<file path="config.mk">
export PLATFORM = sky130hd
export DESIGN_NAME = multicycle_controller
export DESIGN_NICKNAME = d
export VERILOG_FILES = /design/src/rtl/multicycle_controller_pkg.sv /design/src/rtl/multicycle_controller_cond_unit.sv /design/src/rtl/multicycle_controller.sv
export SDC_FILE = /design/constraint.sdc
export NUM_CORES = 1
export LEC_CHECK = 0
export BUFFER_PORTS_ARGS = -buffer_cell sky130_fd_sc_hd__buf_2
export CAP_MARGIN = 20
export CORE_MARGIN = 10
export CORE_UTILIZATION = 40
export CTS_CLUSTER_DIAMETER = 100
export DETAILED_ROUTE_END_ITERATION = 8
export PLACE_DENSITY = 0.72
export RECOVER_POWER = 25
export SLEW_MARGIN = 40
export SYNTH_ARGS = -nofsm -noshare
export SYNTH_HDL_FRONTEND = slang
export SYNTH_SLANG_ARGS = --single-unit
export TNS_END_PERCENT = 20
</file>
<file path="constraint.sdc">
create_clock -name clk -period 2.3 [get_ports clk]
set_input_delay 0.23 -clock clk [delete_from_list [all_inputs] [get_ports clk]]
set_output_delay 0.23 -clock clk [all_outputs]
set_load 0.005 [all_outputs]
</file>
<file path="src/rtl/multicycle_controller_pkg.sv">
// Shared encodings for the multicycle ARM controller: FSM states, ALU commands
// and the mux select codes driven towards the datapath.
package multicycle_controller_pkg;

  localparam int STATE_BITS = 4;

  typedef enum logic [STATE_BITS-1:0] {
    S_FETCH    = 4'd0,
    S_DECODE   = 4'd1,
    S_MEMADR   = 4'd2,
    S_MEMREAD  = 4'd3,
    S_MEMWB    = 4'd4,
    S_MEMWRITE = 4'd5,
    S_EXECUTER = 4'd6,
    S_EXECUTEI = 4'd7,
    S_ALUWB    = 4'd8,
    S_BRANCH   = 4'd9
  } state_t;

  typedef enum logic [1:0] {
    ALU_ADD = 2'b00,
    ALU_SUB = 2'b01,
    ALU_AND = 2'b10,
    ALU_ORR = 2'b11
  } alu_ctrl_t;

  localparam logic [1:0] RES_ALUOUT    = 2'b00;
  localparam logic [1:0] RES_DATA      = 2'b01;
  localparam logic [1:0] RES_ALURESULT = 2'b10;

  localparam logic [1:0] SRCB_WDATA = 2'b00;
  localparam logic [1:0] SRCB_IMM   = 2'b01;
  localparam logic [1:0] SRCB_FOUR  = 2'b10;

  localparam logic [1:0] OP_DP  = 2'b00;
  localparam logic [1:0] OP_MEM = 2'b01;
  localparam logic [1:0] OP_BR  = 2'b10;

  localparam logic [3:0] CMD_ADD = 4'b0100;
  localparam logic [3:0] CMD_SUB = 4'b0010;
  localparam logic [3:0] CMD_AND = 4'b0000;
  localparam logic [3:0] CMD_ORR = 4'b1100;
  localparam logic [3:0] CMD_CMP = 4'b1010;

  // Only arithmetic commands produce meaningful carry/overflow.
  function automatic logic isAddSub(input alu_ctrl_t ctrl);
    return (ctrl == ALU_ADD) || (ctrl == ALU_SUB);
  endfunction

endpackage

</file>
<file path="src/rtl/multicycle_controller_cond_unit.sv">
// Condition unit: NZCV flags register, condition evaluation, the per-instruction
// condition latch and the gating of every architectural write enable.
module mc_cond_unit
  import multicycle_controller_pkg::*;
(
  input  logic       clk,
  input  logic       rst_n,
  input  logic [3:0] i_cond,
  input  logic [3:0] i_aluFlags,
  input  logic [1:0] i_flagW,
  input  logic       i_latchCond,
  input  logic       i_regW,
  input  logic       i_memW,
  input  logic       i_irW,
  input  logic       i_nextPC,
  input  logic       i_branch,
  input  logic       i_rdIsPc,
  output logic       o_regWrite,
  output logic       o_memWrite,
  output logic       o_irWrite,
  output logic       o_pcWrite
);

  logic [3:0] r_flags;
  logic       r_condExQ;
  logic       w_condEx;
  logic       w_n;
  logic       w_z;
  logic       w_c;
  logic       w_v;
  logic       w_pcs;

  assign w_n = r_flags[3];
  assign w_z = r_flags[2];
  assign w_c = r_flags[1];
  assign w_v = r_flags[0];

  // Cond=1111 is reserved in this core and treated as never-execute.
  always_comb begin
    w_condEx = 1'b0;
    case (i_cond)
      4'b0000: w_condEx = w_z;
      4'b0001: w_condEx = ~w_z;
      4'b0010: w_condEx = w_c;
      4'b0011: w_condEx = ~w_c;
      4'b0100: w_condEx = w_n;
      4'b0101: w_condEx = ~w_n;
      4'b0110: w_condEx = w_v;
      4'b0111: w_condEx = ~w_v;
      4'b1000: w_condEx = w_c & ~w_z;
      4'b1001: w_condEx = ~(w_c & ~w_z);
      4'b1010: w_condEx = (w_n == w_v);
      4'b1011: w_condEx = (w_n != w_v);
      4'b1100: w_condEx = ~w_z & (w_n == w_v);
      4'b1101: w_condEx = ~(~w_z & (w_n == w_v));
      4'b1110: w_condEx = 1'b1;
      default: w_condEx = 1'b0;
    endcase
  end

  // The condition is frozen in DECODE so that a flag-setting execute cannot
  // change whether its own writeback happens.
  always_ff @(posedge clk or negedge rst_n) begin
    if (!rst_n) begin
      r_condExQ <= 1'b0;
    end else if (i_latchCond) begin
      r_condExQ <= w_condEx;
    end
  end

  always_ff @(posedge clk or negedge rst_n) begin
    if (!rst_n) begin
      r_flags <= 4'b0000;
    end else begin
      if (i_flagW[1] && r_condExQ) begin
        r_flags[3:2] <= i_aluFlags[3:2];
      end
      if (i_flagW[0] && r_condExQ) begin
        r_flags[1:0] <= i_aluFlags[1:0];
      end
    end
  end

  // Enables drop the instant reset asserts, independent of the clock.
  assign w_pcs      = i_branch | (i_rdIsPc & i_regW);
  assign o_regWrite = rst_n & i_regW & r_condExQ;
  assign o_memWrite = rst_n & i_memW & r_condExQ;
  assign o_irWrite  = rst_n & i_irW;
  assign o_pcWrite  = rst_n & (i_nextPC | (w_pcs & r_condExQ));

endmodule

</file>
<file path="src/rtl/multicycle_controller.sv">
// Multicycle ARM control unit: Moore FSM sequencing fetch/decode/execute over a
// shared ALU and unified memory, plus the ALU decoder.
module multicycle_controller
  import multicycle_controller_pkg::*;
#(
  parameter int STATE_W = 4
) (
  input  logic               clk,
  input  logic               Reset,
  input  logic [31:12]       Instr,
  input  logic [3:0]         ALUFlags,
  output logic               PCWrite,
  output logic               AdrSrc,
  output logic               MemWrite,
  output logic               IRWrite,
  output logic [1:0]         ResultSrc,
  output logic [1:0]         ALUControl,
  output logic               ALUSrcA,
  output logic [1:0]         ALUSrcB,
  output logic [1:0]         ImmSrc,
  output logic [1:0]         RegSrc,
  output logic               RegWrite,
  output logic [STATE_W-1:0] State
);

  state_t    r_state;
  state_t    w_nextState;
  logic [3:0] w_cond;
  logic [1:0] w_op;
  logic [5:0] w_funct;
  logic [3:0] w_rd;
  logic       w_unusedRn;
  logic       w_nextPC;
  logic       w_branch;
  logic       w_regW;
  logic       w_memW;
  logic       w_irW;
  logic       w_aluOp;
  logic       w_latchCond;
  logic       w_isCmp;
  alu_ctrl_t  w_aluCmd;
  logic [1:0] w_flagW;

  assign w_cond     = Instr[31:28];
  assign w_op       = Instr[27:26];
  assign w_funct    = Instr[25:20];
  assign w_rd       = Instr[15:12];
  assign w_unusedRn = ^Instr[19:16];

  always_ff @(posedge clk or negedge Reset) begin
    if (!Reset) begin
      r_state <= S_FETCH;
    end else begin
      r_state <= w_nextState;
    end
  end

  always_comb begin
    w_nextState = S_FETCH;
    w_nextPC    = 1'b0;
    w_branch    = 1'b0;
    w_regW      = 1'b0;
    w_memW      = 1'b0;
    w_irW       = 1'b0;
    w_aluOp     = 1'b0;
    w_latchCond = 1'b0;
    AdrSrc      = 1'b0;
    ResultSrc   = RES_ALUOUT;
    ALUSrcA     = 1'b0;
    ALUSrcB     = SRCB_WDATA;
    case (r_state)
      S_FETCH: begin
        ALUSrcA     = 1'b1;
        ALUSrcB     = SRCB_FOUR;
        ResultSrc   = RES_ALURESULT;
        w_irW       = 1'b1;
        w_nextPC    = 1'b1;
        w_nextState = S_DECODE;
      end
      S_DECODE: begin
        ALUSrcA     = 1'b1;
        ALUSrcB     = SRCB_FOUR;
        ResultSrc   = RES_ALURESULT;
        w_latchCond = 1'b1;
        case (w_op)
          OP_MEM:  w_nextState = S_MEMADR;
          OP_DP:   w_nextState = w_funct[5] ? S_EXECUTEI : S_EXECUTER;
          OP_BR:   w_nextState = S_BRANCH;
          default: w_nextState = S_FETCH;
        endcase
      end
      S_MEMADR: begin
        ALUSrcB     = SRCB_IMM;
        w_nextState = w_funct[0] ? S_MEMREAD : S_MEMWRITE;
      end
      S_MEMREAD: begin
        AdrSrc      = 1'b1;
        w_nextState = S_MEMWB;
      end
      S_MEMWB: begin
        ResultSrc   = RES_DATA;
        w_regW      = 1'b1;
        w_nextState = S_FETCH;
      end
      S_MEMWRITE: begin
        AdrSrc      = 1'b1;
        w_memW      = 1'b1;
        w_nextState = S_FETCH;
      end
      S_EXECUTER: begin
        w_aluOp     = 1'b1;
        w_nextState = S_ALUWB;
      end
      S_EXECUTEI: begin
        ALUSrcB     = SRCB_IMM;
        w_aluOp     = 1'b1;
        w_nextState = S_ALUWB;
      end
      S_ALUWB: begin
        w_regW      = ~w_isCmp;
        w_nextState = S_FETCH;
      end
      S_BRANCH: begin
        ALUSrcB     = SRCB_IMM;
        ResultSrc   = RES_ALURESULT;
        w_branch    = 1'b1;
        w_nextState = S_FETCH;
      end
      default: w_nextState = S_FETCH;
    endcase
  end

  // CMP is decoded independently of ALUOp because its write suppression is
  // needed in ALUWB, after ALUOp has already dropped.
  always_comb begin
    w_aluCmd = ALU_ADD;
    w_isCmp  = 1'b0;
    case (w_funct[4:1])
      CMD_ADD: w_aluCmd = ALU_ADD;
      CMD_SUB: w_aluCmd = ALU_SUB;
      CMD_AND: w_aluCmd = ALU_AND;
      CMD_ORR: w_aluCmd = ALU_ORR;
      CMD_CMP: begin
        w_aluCmd = ALU_SUB;
        w_isCmp  = 1'b1;
      end
      default: w_aluCmd = ALU_ADD;
    endcase
  end

  assign ALUControl = w_aluOp ? w_aluCmd : ALU_ADD;
  assign w_flagW[1] = w_aluOp & w_funct[0];
  assign w_flagW[0] = w_flagW[1] & isAddSub(w_aluCmd);

  assign ImmSrc = w_op;
  assign RegSrc = {(w_op == OP_MEM), (w_op == OP_BR)};
  assign State  = STATE_W'(r_state);

  mc_cond_unit u_cond (
    .clk         (clk),
    .rst_n       (Reset),
    .i_cond      (w_cond),
    .i_aluFlags  (ALUFlags),
    .i_flagW     (w_flagW),
    .i_latchCond (w_latchCond),
    .i_regW      (w_regW),
    .i_memW      (w_memW),
    .i_irW       (w_irW),
    .i_nextPC    (w_nextPC),
    .i_branch    (w_branch),
    .i_rdIsPc    (w_rd == 4'hF),
    .o_regWrite  (RegWrite),
    .o_memWrite  (MemWrite),
    .o_irWrite   (IRWrite),
    .o_pcWrite   (PCWrite)
  );

endmodule
</file>
### After elaboration in Yosys (flattened, before gate mapping)

Index checks and enable logic that the tools add are counted.

| storage, ports and cells | value |
|---|---|
| flip-flop bits (word level) | 9 |
| bits in latches | 0 |
| bits in writable memories | 0 |
| ROM bits | 0 |
| input bits | 26 |
| output and inout bits | 20 |
| logic and storage cells | 89 |
| memories kept | 0 |

| operators by class | value |
|---|---|
| $add $sub $neg | 0 |
| multipliers | 0 |
| div/mod/pow operators | 0 |
| order comparisons | 0 |
| eq/ne operators | 32 |
| shifts and indexed selects | 0 |
| mux-type cells | 18 |
| bitwise operators | 21 |
| reduce and logical (&&, ||, !) cells | 14 |

Operators with widths:

| operator | number |
|---|---|
| $eq A4 B4 Y1 const B | 12 |
| $eq A4 B3 Y1 const B | 8 |
| $eq A4 B2 Y1 const B | 5 |
| $pmux W4 S5 | 1 |
| $pmux W1 S15 | 1 |
| $and A1 B1 Y1 | 12 |
| $logic_not A4 Y1 | 3 |
| $pmux W4 S3 | 1 |
| $mux W1 | 9 |
| $eq A4 B1 Y1 const B | 2 |
| $pmux W2 S2 | 2 |
| $reduce_or A2 Y1 | 4 |
| $not A1 Y1 | 7 |
| $pmux W2 S3 | 1 |
| $reduce_or A3 Y1 | 2 |
| $eq A2 B1 Y1 const B | 2 |
| $logic_not A2 Y1 | 2 |
| $mux W3 | 1 |
| $eq A2 B2 Y1 const B | 1 |
| $logic_and A1 B1 Y1 | 2 |
| $mux W2 | 1 |
| $or A1 B1 Y1 | 2 |
| $pmux W1 S2 | 1 |
| $eq A1 B1 Y1 | 1 |
| other kinds (2) | 2 |

### Depth between registers and ports, before layout

Gate-level depths: netlist of run 1.

| depth | value |
|---|---|
| word-level depth | 9 |
| gate-level depth with buffers | 5 |
| gate-level depth less buffers | 4 |

### Hierarchy

Synthesis of run 1 repeated with hierarchy kept, for this count alone.

| unflattened totals | value |
|---|---|
| cells, all modules | 100 |
| area total of the unflattened synthesis | 860.8 um2 |

Modules (own cells, without submodules):

| module | times used | cells each | area an instance (um2) | seq. area each (um2) |
|---|---|---|---|---|
| mc_cond_unit | 1 | 46 | 447.9 | 125.1 |
| multicycle_controller | 1 | 54 | 412.9 | 100.1 |

### Least setup slack after synthesis of run 1

OpenSTA, ideal clock, no wires.

| timing path | value |
|---|---|
| path type | register to output |
| from | register r_state[2], in the netlist State[2] |
| to | output port RegWrite |
| arrival time | 1.288 ns |
| path slack | 0.782 ns |
| stages on the path, launching flop included | 5 |
| path buffers | 1 |
| path through | dfrtp_1 > buf_6 > nand2b_1 > nand2b_1 > a2111oi_0 |

| on the way | value |
|---|---|
| longest elaborated chain between the ends | 4 |
| elaborated cells on any way between the ends | 5 |

Ends and longest elaborated chain:

| item | RTL line | RTL |
|---|---|---|
| from (decl) | multicycle_controller.sv:26 | `state_t r_state;` |
| from (signal assigned) | multicycle_controller.sv:54 | `r_state <= w_nextState;` |
| $eq A4 B4 Y1 / $eq A4 B3 Y1 (equally long branches) | multicycle_controller.sv:71 | `case (r_state)` |
| $pmux W1 S2 (*) | multicycle_controller.sv:71 |  |
| $and A1 B1 Y1 (*) (2 in a row) | multicycle_controller_cond_unit.sv:86 | `assign o_regWrite = rst_n & i_regW & r_condExQ;` |
| to (decl) | multicycle_controller.sv:22 | `output logic RegWrite,` |

Mark *: on every way between the ends. The rest lies on a longest branch, timed or not.

### Worst setup path after layout of run 1

Same ends and word-level chain as after synthesis.

==> metrics.md, run 1 <==
| Metric | Value |
|---|---|
| Status | `finished clean` |
| Synthesis Warnings | `0` |
| Tot GR Track Use | `a little over a tenth` |
| Tmin final | `1.99 ns` |
| GRT overflow | `0` |
| Synth Flop Type | `dfrtp_1` |
| Hpwl dp | `a little under 2000 um` |
| Root buffer cell | `clkbuf_4` |
| Net Count, Synth | `127` |
| Min-delay src | `ALUFlags[1]` |
| Relative slew slack | `64.8%` |
| Number of global-route vias before repair | `a little under 900` |
| Post-synthesis cell count | `101` |
| Min-Delay Path Class | `input port to flip-flop` |
| # IOs | `46` |
| Worst slew pin tran | `between 0.5 and 0.6 ns` |
| Worst hold stages | `2` |
| Critical Path AT | `between 1.5 and 2 ns` |
| Final setup viols | `0` |
| Clock sinks | `9` |
| Max IR drop VDD | `575 uV` |
| Chip Width | `66.8 um` |
| FMAX | `502 MHz` |
| Average size of a mapped cell | `8.67 um^2` |
| Antenna-violating nets left | `0` |
| Per-cell routed wire length | `14.5 um` |
| Worst r2r src | `State[2]` |
| RSZ-0062 raised after global routing | `false` |
| Cells resized by post-CTS repair | `0` |
| Setup_tns | `0 ns` |
| Layout Nets | `165` |
| Bufs on Longest Clock Path | `2` |
| Static leakage | `~0.54 nW` |
| Vias per cell | `5.36` |
| Critical path fanouts, max | `11` |
| Hold Crit Endpoint | `u_cond.r_flags[1]` |
| Number of register bits inferred by synthesis | `9` |
| Routed WL | `2390 um` |
| Post-synth EDFFs | `0` |
| Layout area overhead | `24.1%` |
| Iter 0 DRT Violations | `24` |
| Final Total Pwr | `1.14 mW` |
| Clock transition at the registers of the reported paths | `0.06 ns` |
| Total number of vias | `884` |
| Worst setup SP type | `flip-flop` |
| Crit. End Element | `output port` |
| Largest net degree at the start of global routing | `16` |
| R2R setup slack | `0.59 ns` |
| Ratio of cells with drive above 1 in the final layout | `between 30% and 40%` |
| Setup Skew | `0.000714 ns` |
| PwrDens | `1040 nW/um^2` |
| Initial antenna violation count | `0` |
| Yosys cell types | `46` |
| Worst path required time | `2.07 ns` |
| First-pass iteration count of the detailed router | `3` |
| Fillers | `210` |
| Worst Setup Path Type | `flip-flop to output port` |
| DRC | `0` |
| First-pass GRT wire length | `3900 um` |
| Sequential fraction of the synthesis area | `25.7%` |
| Ys async rst share | `100%` |
| CTS tree | `done` |
| Chip height | `66.8 um` |
| FP Rows | `16` |
| Setup bufs post-CTS | `0` |
| Diode count | `0` |
| Final Hold Viols | `0` |
| R2R depth | `4` |
| Post-Syn Area | `between 800 and 900 um^2` |
| # port buffers | `a little over 40` |
| Clock latency on the worst-skew pair | `around 0.26 ns` |
| Core Footprint | `around 2000 um^2` |
| Worst flop-to-flop path endpoint | `u_cond.r_flags[0]` |
| Post-CTS Hold Fix Bufs | `1` |
| Initial Util | `43.3%` |
| Die area | `about 4500 um^2` |
| Cts bufs inserted | `3` |
| Max-cap violations | `0` |
| Final GP Congestion | `around 0.77` |
| Final Max Slew Viols | `0` |
| Htree depth | `1` |
| Final Cycle Share | `86.6%` |
-- metrics by stage --
stage	util, %	cells	hold slack, ns	setup WS [ns]	instance area (um^2)
4_1_cts	53.8	165	0.187	0.289	1090
3_5_place_dp	52.0	160	0.102	0.576	1050
5_1_grt	53.8	165	0.191	0.198	1090
3_3_place_gp	52.0	160	0.0980	0.630	1050
2_1_floorplan	-	101	-0.0656	0.782	876
6_report	53.8	165	0.198	0.308	1090
-- cells in the final DEF, fill, tap and decap left out, types with 3 or more instances in the layout --
cell type,instances
buf_2,41
dfrtp_1,9
nor3_1,8
nand2_1,8
nand2b_1,6
nor2_1,5
inv_1,4
xor2_1,3
nor2b_1,3
mux2_2,3
xnor2_1,3
clkbuf_4,3
-- synth_stat cells (2+ instances only) --
| cell type | n | area [um^2] |
|---|---|---|
| dfrtp_1 | 9 | 225 |
| nand2_1 | 8 | 30.0 |
| nor3_1 | 8 | 40.0 |
| nand2b_1 | 6 | 37.5 |
| nor2_1 | 5 | 18.8 |
| inv_1 | 4 | 15.0 |
| buf_2 | 3 | 15.0 |
| buf_4 | 3 | 22.5 |
| mux2_2 | 3 | 33.8 |
| nor2b_1 | 3 | 18.8 |
| xnor2_1 | 3 | 26.3 |
| xor2_1 | 3 | 26.3 |
| a2111oi_0 | 2 | 17.5 |
| a21oi_1 | 2 | 10.0 |
| a31oi_1 | 2 | 12.5 |
| buf_6 | 2 | 22.5 |
| mux2_4 | 2 | 30.0 |
| nand4_1 | 2 | 12.5 |
| o21a_1 | 2 | 15.0 |
| o21ai_0 | 2 | 10.0 |
| o31ai_1 | 2 | 15.0 |
-- logic make-up (layout without fill, tap and decap cells) --
logic type,Yosys count,in the layout,synth area share (%)
simple gates,45,45,32.3
compound gates,22,22,18.6
buf+inv,13,50,9.00
flops,9,9,25.7
xor+xnor,6,6,6.00
mux,6,6,8.43
-- worst max path at each step --
stage	startpoint	end	slack, ns	cells after the start
after floorplan	State[2]	RegWrite	0.78	4
after global placement	State[2]	RegWrite	0.63	4
after detailed placement	State[2]	RegWrite	0.58	4
after CTS	State[2]	RegWrite	0.29	4
after global routing	State[2]	RegWrite	0.20	4
final	State[2]	RegWrite	0.31	4
-- cell type report --
cell class,count,area (um^2),share of cell area (%)
clock buffer,4,26.3,2.42
inverter,4,15.0,1.38
multi-input combinational,79,572,52.6
sequential,9,225,20.7
tap,27,33.8,3.11
timing repair buffer,42,215,19.8
-- per-layer routing --
layer / vias to the layer above / wire (um) / GRT usage [%]
li1: 439 / - / -
met1: 422 / 984 / 10.7
met2: 23 / 1190 / 19.8
met3: 0 / 213 / 5.35
met4: 0 / 0 / 1.05
met5: - / 0 / 0
-- flip-flops by register name, indices dropped and copies added (netlist names) --
name and count:
State 4, u_cond.r_condExQ 1, u_cond.r_flags 4
-- where the power goes --
| group | internal [mW] | total, mW | switching, mW |
|---|---|---|---|
| clock network | 0.0668 | 0.120 | 0.0536 |
| registers | 0.226 | 0.398 | 0.171 |
| logic | 0.344 | 0.617 | 0.273 |
-- worst max-delay path: stages, from the launching register on --
cell and delay, ns:
dfrtp_1 0.53, nand2b_1 0.25, nand2b_1 0.17, a2111oi_0 0.38, buf_2 0.18
Note: power is estimated with default switching activity, not from simulation.
==> inputs of run 2 (changes only) <==
- CORE_UTILIZATION: 40 -> 44
- MAX_ROUTING_LAYER: default -> met4
- PLACE_DENSITY: 0.72 -> 0.78
==> metrics.md, run 2 (same netlist as run 1, synthesis figures left out) <==
| Metric | Value |
|---|---|
| Chip height | `64.6 um (was 66.8 um)` |
| Chip Width | `64.6 um (was 66.8 um)` |
| R2R setup slack | `0.61 ns (was 0.59 ns)` |
| RSZ-0062 raised after global routing | `false (unchanged)` |
| Min-delay src | `ALUFlags[0] (was ALUFlags[1])` |
| Diode count | `0 (unchanged)` |
| Static leakage | `0.538 nW (unchanged)` |
| # IOs | `46 (unchanged)` |
| Number of global-route vias before repair | `859 (was 892)` |
| Min-Delay Path Class | `input port to flip-flop (unchanged)` |
| First-pass iteration count of the detailed router | `4 (was 3)` |
| Status | `finished clean (unchanged)` |
| Vias per cell | `5.41 (was 5.36)` |
| FMAX | `501 MHz (was 502 MHz)` |
| Layout Nets | `165 (unchanged)` |
| Seq pwr share | `34.6% (was 35.0%)` |
| Routed WL | `2430 um (was 2390 um)` |
| Relative slew slack | `65.4% (was 64.8%)` |
| Met1 usage | `12.2% (was 10.7%)` |
| Worst flop-to-flop path endpoint | `u_cond.r_flags[1] (was u_cond.r_flags[0])` |
| Clock latency on the worst-skew pair | `0.27 ns (was 0.26 ns)` |
| Worst path required time | `2.07 ns (about the same)` |
| Clock sinks | `9 (unchanged)` |
| Htree depth | `1 (unchanged)` |
| Post-Place Setup Slack | `0.589 ns (was 0.576 ns)` |
| Final Cycle Share | `86.9% (was 86.6%)` |
| Final Max Slew Viols | `0 (unchanged)` |
| Worst Setup Path Type | `flip-flop to output port (unchanged)` |
| Initial antenna violation count | `0 (unchanged)` |
| Met3 Resource Use GR | `5.50% (was 5.35%)` |
| Setup Skew | `0.00451 ns (was 0.000714 ns)` |
| Largest net degree at the start of global routing | `16 (unchanged)` |
| Fillers | `193 (was 210)` |
| R2R depth | `4 (unchanged)` |
| Layout area overhead | `24.1% (unchanged)` |
| P_sw | `0.506 mW (was 0.498 mW)` |
| Switching part of the total | `44.2% (was 43.9%)` |
| CTS tree | `done (unchanged)` |
| Critical Path AT | `1.77 ns (was 1.76 ns)` |
| Final Hold Viols | `0 (unchanged)` |
| Commonest non-fill, non-tap cell in the layout | `buf_2 (unchanged)` |
| Antenna-violating nets left | `0 (unchanged)` |
| Setup_tns | `0 ns (unchanged)` |
| Clk pwr share | `10.9% (was 10.6%)` |
| Total number of vias | `892 (was 884)` |
| Root buffer cell | `clkbuf_4 (unchanged)` |
| Final setup margin | `0.302 ns (was 0.308 ns)` |
| PwrDens | `1050 nW/um^2 (was 1040 nW/um^2)` |
| Hpwl dp | `1960 um (was 1930 um)` |
| Die area | `4180 um^2 (was 4460 um^2)` |
| Core Footprint | `1920 um^2 (was 2020 um^2)` |
| Hold Crit Endpoint | `u_cond.r_flags[0] (was u_cond.r_flags[1])` |
| Final setup viols | `0 (unchanged)` |
| Worst slew pin tran | `0.518 ns (was 0.528 ns)` |
| Worst hold stages | `2 (unchanged)` |
| Cells resized by post-CTS repair | `0 (unchanged)` |
| Max-cap violations | `0 (unchanged)` |
| Cts bufs inserted | `3 (unchanged)` |
| Max IR drop VDD | `713 uV (was 575 uV)` |
| Iter 0 DRT Violations | `46 (was 24)` |
| Final hold slack | `0.194 ns (was 0.198 ns)` |
| Bufs on Longest Clock Path | `2 (unchanged)` |
| M2 GR Usage | `20.4% (was 19.8%)` |
| Final GP Congestion | `0.855 (was 0.766)` |
| Critical path fanouts, max | `11 (unchanged)` |
| Ratio of cells with drive above 1 in the final layout | `38.4% (unchanged)` |
| Internal Power | `0.638 mW (was 0.637 mW)` |
| Per-cell routed wire length | `14.7 um (was 14.5 um)` |
| GRT busiest layer | `met2 (unchanged)` |
| GRT overflow | `0 (unchanged)` |
| Final Total Pwr | `1.14 mW (about the same)` |
| First-pass GRT wire length | `4030 um (was 3900 um)` |
| Combinational share of power | `54.6% (was 54.4%)` |
| # port buffers | `41 (unchanged)` |
| Worst setup SP type | `flip-flop (unchanged)` |
| Crit. End Element | `output port (unchanged)` |
| Tot GR Track Use | `11.9% (was 10.7%)` |
| FP Rows | `16 (unchanged)` |
| Tmin final | `2.00 ns (was 1.99 ns)` |
| Commonest non-fill, non-tap cells in the layout | `41 x buf_2, 9 x dfrtp_1, 8 x nor3_1, 8 x nand2_1, 6 x nand2b_1 (unchanged)` |
| DRC | `0 (unchanged)` |
| Initial Util | `45.6% (was 43.3%)` |
| Worst r2r src | `State[2] (unchanged)` |
| Final core utilization | `56.6% (was 53.8%)` |
| Clock transition at the registers of the reported paths | `0.06 ns (about the same)` |
-- run 2: cell counts in the layout (fill, tap and decap cells not counted) --
Identical to the previous run, type by type.
-- run 2: metal layers --
layer / routed length, um / part of all wire (%)
met5: 0 / 0
met4: 31 / 1.3
met3: 238 / 9.8
met2: 1210 / 50
met1: 953 / 39
-- run 2: how the worst max path moves through the flow --
stage / to / slack [ns] / from / cells past startpoint
after CTS: RegWrite / 0.29 / State[2] / 4
final: RegWrite / 0.30 / State[2] / 4
after global routing: RegWrite / 0.18 / State[2] / 4
after detailed placement: RegWrite / 0.59 / State[2] / 4
after floorplan: RegWrite / 0.78 / State[2] / 4
after global placement: RegWrite / 0.63 / State[2] / 4
-- run 2: power by group through the flow --
stage | Combinational (mW) | Clock, mW | Sequential (mW)
after floorplan | 0.521 | 0 | 0.292
after global placement | 0.607 | 0 | 0.387
after detailed placement | 0.628 | 0 | 0.396
after CTS | 0.631 | 0.128 | 0.393
after global routing | 0.705 | 0.136 | 0.411
final | 0.624 | 0.124 | 0.395
-- run 2: final cells by class --
cell class	count	area, um^2	area share, %
inverter	4	15.0	1.38
clock buffer	4	26.3	2.42
multi-input combinational	79	572	52.6
timing repair buffer	42	215	19.8
tap	27	33.8	3.11
sequential	9	225	20.7
-- run 2: what timing repair did --
action,in CTS,in global routing
buffers inserted,0,0
hold buffers,1,0
hold endpoints to repair,9,0
-- run 2: per-stage QoR --
step	instances	cell area [um^2]
after floorplan	101	876
after global placement	160	1050
after detailed placement	160	1050
after CTS	165	1090
after global routing	165	1090
final	165	1090
-- run 2: worst max-delay path: stages (launching register included) --
cell and delay [ns]:
dfrtp_1 0.52, nand2b_1 0.25, nand2b_1 0.17, a2111oi_0 0.37, buf_2 0.18
==> inputs of run 3 (changes only) <==
- clock period: 2.3 -> 2.4 ns (I/O delays scaled with it)
==> metrics.md, run 3 (same netlist as run 1, synthesis figures left out) <==
| Metric | Value |
|---|---|
| Status | `finished clean (unchanged)` |
| Critical path fanouts, max | `11 (unchanged)` |
| Die area | `4180 um^2 (unchanged)` |
| Layout Nets | `165 (unchanged)` |
| R2R depth | `4 (unchanged)` |
| Tmin final | `2.00 ns` |
| Routed metal-1 wire length | `931 um (was 953 um)` |
| PwrDens | `1000 nW/um^2 (was 1050 nW/um^2)` |
| Setup_tns | `0 ns (unchanged)` |
| Htree depth | `1 (unchanged)` |
| Hold Crit Endpoint | `u_cond.r_flags[0] (unchanged)` |
| Iter 0 DRT Violations | `64 (was 46)` |
| Worst setup SP type | `flip-flop (unchanged)` |
| Post-Place Setup Slack | `0.668 ns (was 0.589 ns)` |
| Cts bufs inserted | `3 (unchanged)` |
| Placed Area | `1050 um^2 (unchanged)` |
| Crit. End Element | `output port (unchanged)` |
| Number of global-route vias before repair | `833 (was 859)` |
| Cell Chain, Critical Path | `nand2b_1 -> nand2b_1 -> a2111oi_0 -> buf_2 (unchanged)` |
| Bufs on Longest Clock Path | `2 (unchanged)` |
| RSZ-0062 raised after global routing | `false (unchanged)` |
| Commonest non-fill, non-tap cells in the layout | `41 x buf_2, 9 x dfrtp_1, 8 x nor3_1, 8 x nand2_1, 6 x nand2b_1 (unchanged)` |
| Critical Path AT | `1.76 ns (was 1.77 ns)` |
| Clock transition at the registers of the reported paths | `0.06 ns (about the same)` |
| Min-Delay Path Class | `input port to flip-flop (unchanged)` |
| CP max stage delay | `0.52 ns (about the same)` |
| Final GP Congestion | `0.855 (about the same)` |
| Chip Width | `64.6 um (unchanged)` |
| Antenna-violating nets left | `0 (unchanged)` |
| Initial Util | `45.6% (unchanged)` |
| Core Footprint | `1920 um^2 (unchanged)` |
| Total number of vias | `889 (was 892)` |
| Final setup viols | `0 (unchanged)` |
| Final setup margin | `0.400 ns (was 0.302 ns)` |
| Ratio of cells with drive above 1 in the final layout | `38.4% (unchanged)` |
| Static leakage | `0.538 nW (unchanged)` |
| Initial antenna violation count | `0 (unchanged)` |
| Final Total Pwr | `1.09 mW (was 1.14 mW)` |
| Final Max Slew Viols | `0 (unchanged)` |
| Per-cell routed wire length | `14.4 um (was 14.7 um)` |
| R2R setup slack | `0.72 ns (was 0.61 ns)` |
| Min-delay src | `ALUFlags[0] (unchanged)` |
| DRC | `0 (unchanged)` |
| Worst Setup Path Type | `flip-flop to output port (unchanged)` |
| Worst path required time | `2.16 ns (was 2.07 ns)` |
| Largest net degree at the start of global routing | `16 (unchanged)` |
| Crit-path slowest cell | `dfrtp_1 (unchanged)` |
| Worst flop-to-flop path endpoint | `u_cond.r_flags[1] (unchanged)` |
| CP bufs+invs | `1 (unchanged)` |
| Layout area overhead | `24.1% (unchanged)` |
| Finished Layout Cells | `165 (unchanged)` |
| Post-route cell area | `1090 um^2 (unchanged)` |
| Relative slew slack | `65.0% (was 65.4%)` |
| Tot GR Track Use | `11.4% (was 11.9%)` |
| Commonest non-fill, non-tap cell in the layout | `buf_2 (unchanged)` |
| First-pass iteration count of the detailed router | `4 (unchanged)` |
| Max-cap violations | `0 (unchanged)` |
| Met2 wire len | `1190 um (was 1210 um)` |
| Hpwl dp | `1940 um (was 1960 um)` |
| CP top delay family | `flip-flops (unchanged)` |
| # port buffers | `41 (unchanged)` |
| Highest Signal Layer | `met4 (unchanged)` |
| First-pass GRT wire length | `3850 um (was 4030 um)` |
| Max IR drop VDD | `627 uV (was 713 uV)` |
| Setup Skew | `0.00499 ns (was 0.00451 ns)` |
| Chip height | `64.6 um (unchanged)` |
| Root buffer cell | `clkbuf_4 (unchanged)` |
| Cells resized by post-CTS repair | `0 (unchanged)` |
| Final Hold Viols | `0 (unchanged)` |
| CTS tree | `done (unchanged)` |
| CP most frequent cell | `nand2b_1 (unchanged)` |
| Worst slew pin tran | `0.526 ns (was 0.518 ns)` |
| Met3 WL | `228 um (was 238 um)` |
| FMAX | `roughly 500 MHz` |
| # IOs | `46 (unchanged)` |
| Clock latency on the worst-skew pair | `0.27 ns (about the same)` |
| Vias per cell | `5.39 (was 5.41)` |
| Final core utilization | `56.6% (unchanged)` |
| GRT overflow | `0 (unchanged)` |
| FP Rows | `16 (unchanged)` |
| Placed cell count | `160 (unchanged)` |
| Worst r2r src | `State[2] (unchanged)` |
| Final hold slack | `0.202 ns (was 0.194 ns)` |
| Worst hold stages | `2 (unchanged)` |
| Final Cycle Share | `83.3%` |
| Clock sinks | `9 (unchanged)` |
| Diode count | `0 (unchanged)` |
| Routed WL | `2380 um (was 2430 um)` |
-- run 3: worst reg2reg max path, stage by stage, from the launching register on --
cell and delay [ns]:
dfrtp_1 0.59, nor2b_2 0.24, nand4_1 0.20, nand2b_4 0.24
mux2_4 0.30
-- run 3: how the worst max path moves through the flow --
stage / start / depth (start not counted) / endpoint / slack [ns]
floorplan: State[2] / 4 / RegWrite / 0.87
global placement: State[2] / 4 / RegWrite / 0.72
detailed placement: State[2] / 4 / RegWrite / 0.67
CTS: State[2] / 4 / RegWrite / 0.37
global route: State[2] / 4 / RegWrite / 0.25
finish: State[2] / 4 / RegWrite / 0.40
-- run 3: routing by layer --
metal | up-vias | track usage, %
met5 | - | -
met4 | 0 | 2.41
met3 | 5 | 5.50
met2 | 37 | 19.8
met1 | 405 | 11.4
li1 | 442 | -
-- run 3: power breakdown --
| part | leakage, nW | switching (mW) | internal (mW) | total [mW] |
|---|---|---|---|---|
| registers | 0.117 | 0.160 | 0.217 | 0.377 |
| logic | 0.406 | 0.262 | 0.330 | 0.592 |
| clock network | 0.0150 | 0.0562 | 0.0643 | 0.121 |
| total | 0.538 | 0.479 | 0.611 | 1.09 |
-- run 3: final cells by class --
cell class / count / area (um^2)
clock buffer: 4 / 26.3
sequential: 9 / 225
fill: 197 / 835
tap: 27 / 33.8
inverter: 4 / 15.0
multi-input combinational: 79 / 572
timing repair buffer: 42 / 215
-- run 3: repair_timing --
item / 4_1_cts / 5_1_grt
setup buffers: 0 / 0
hold endpoints to repair: 9 / 0
hold buffers: 1 / 0
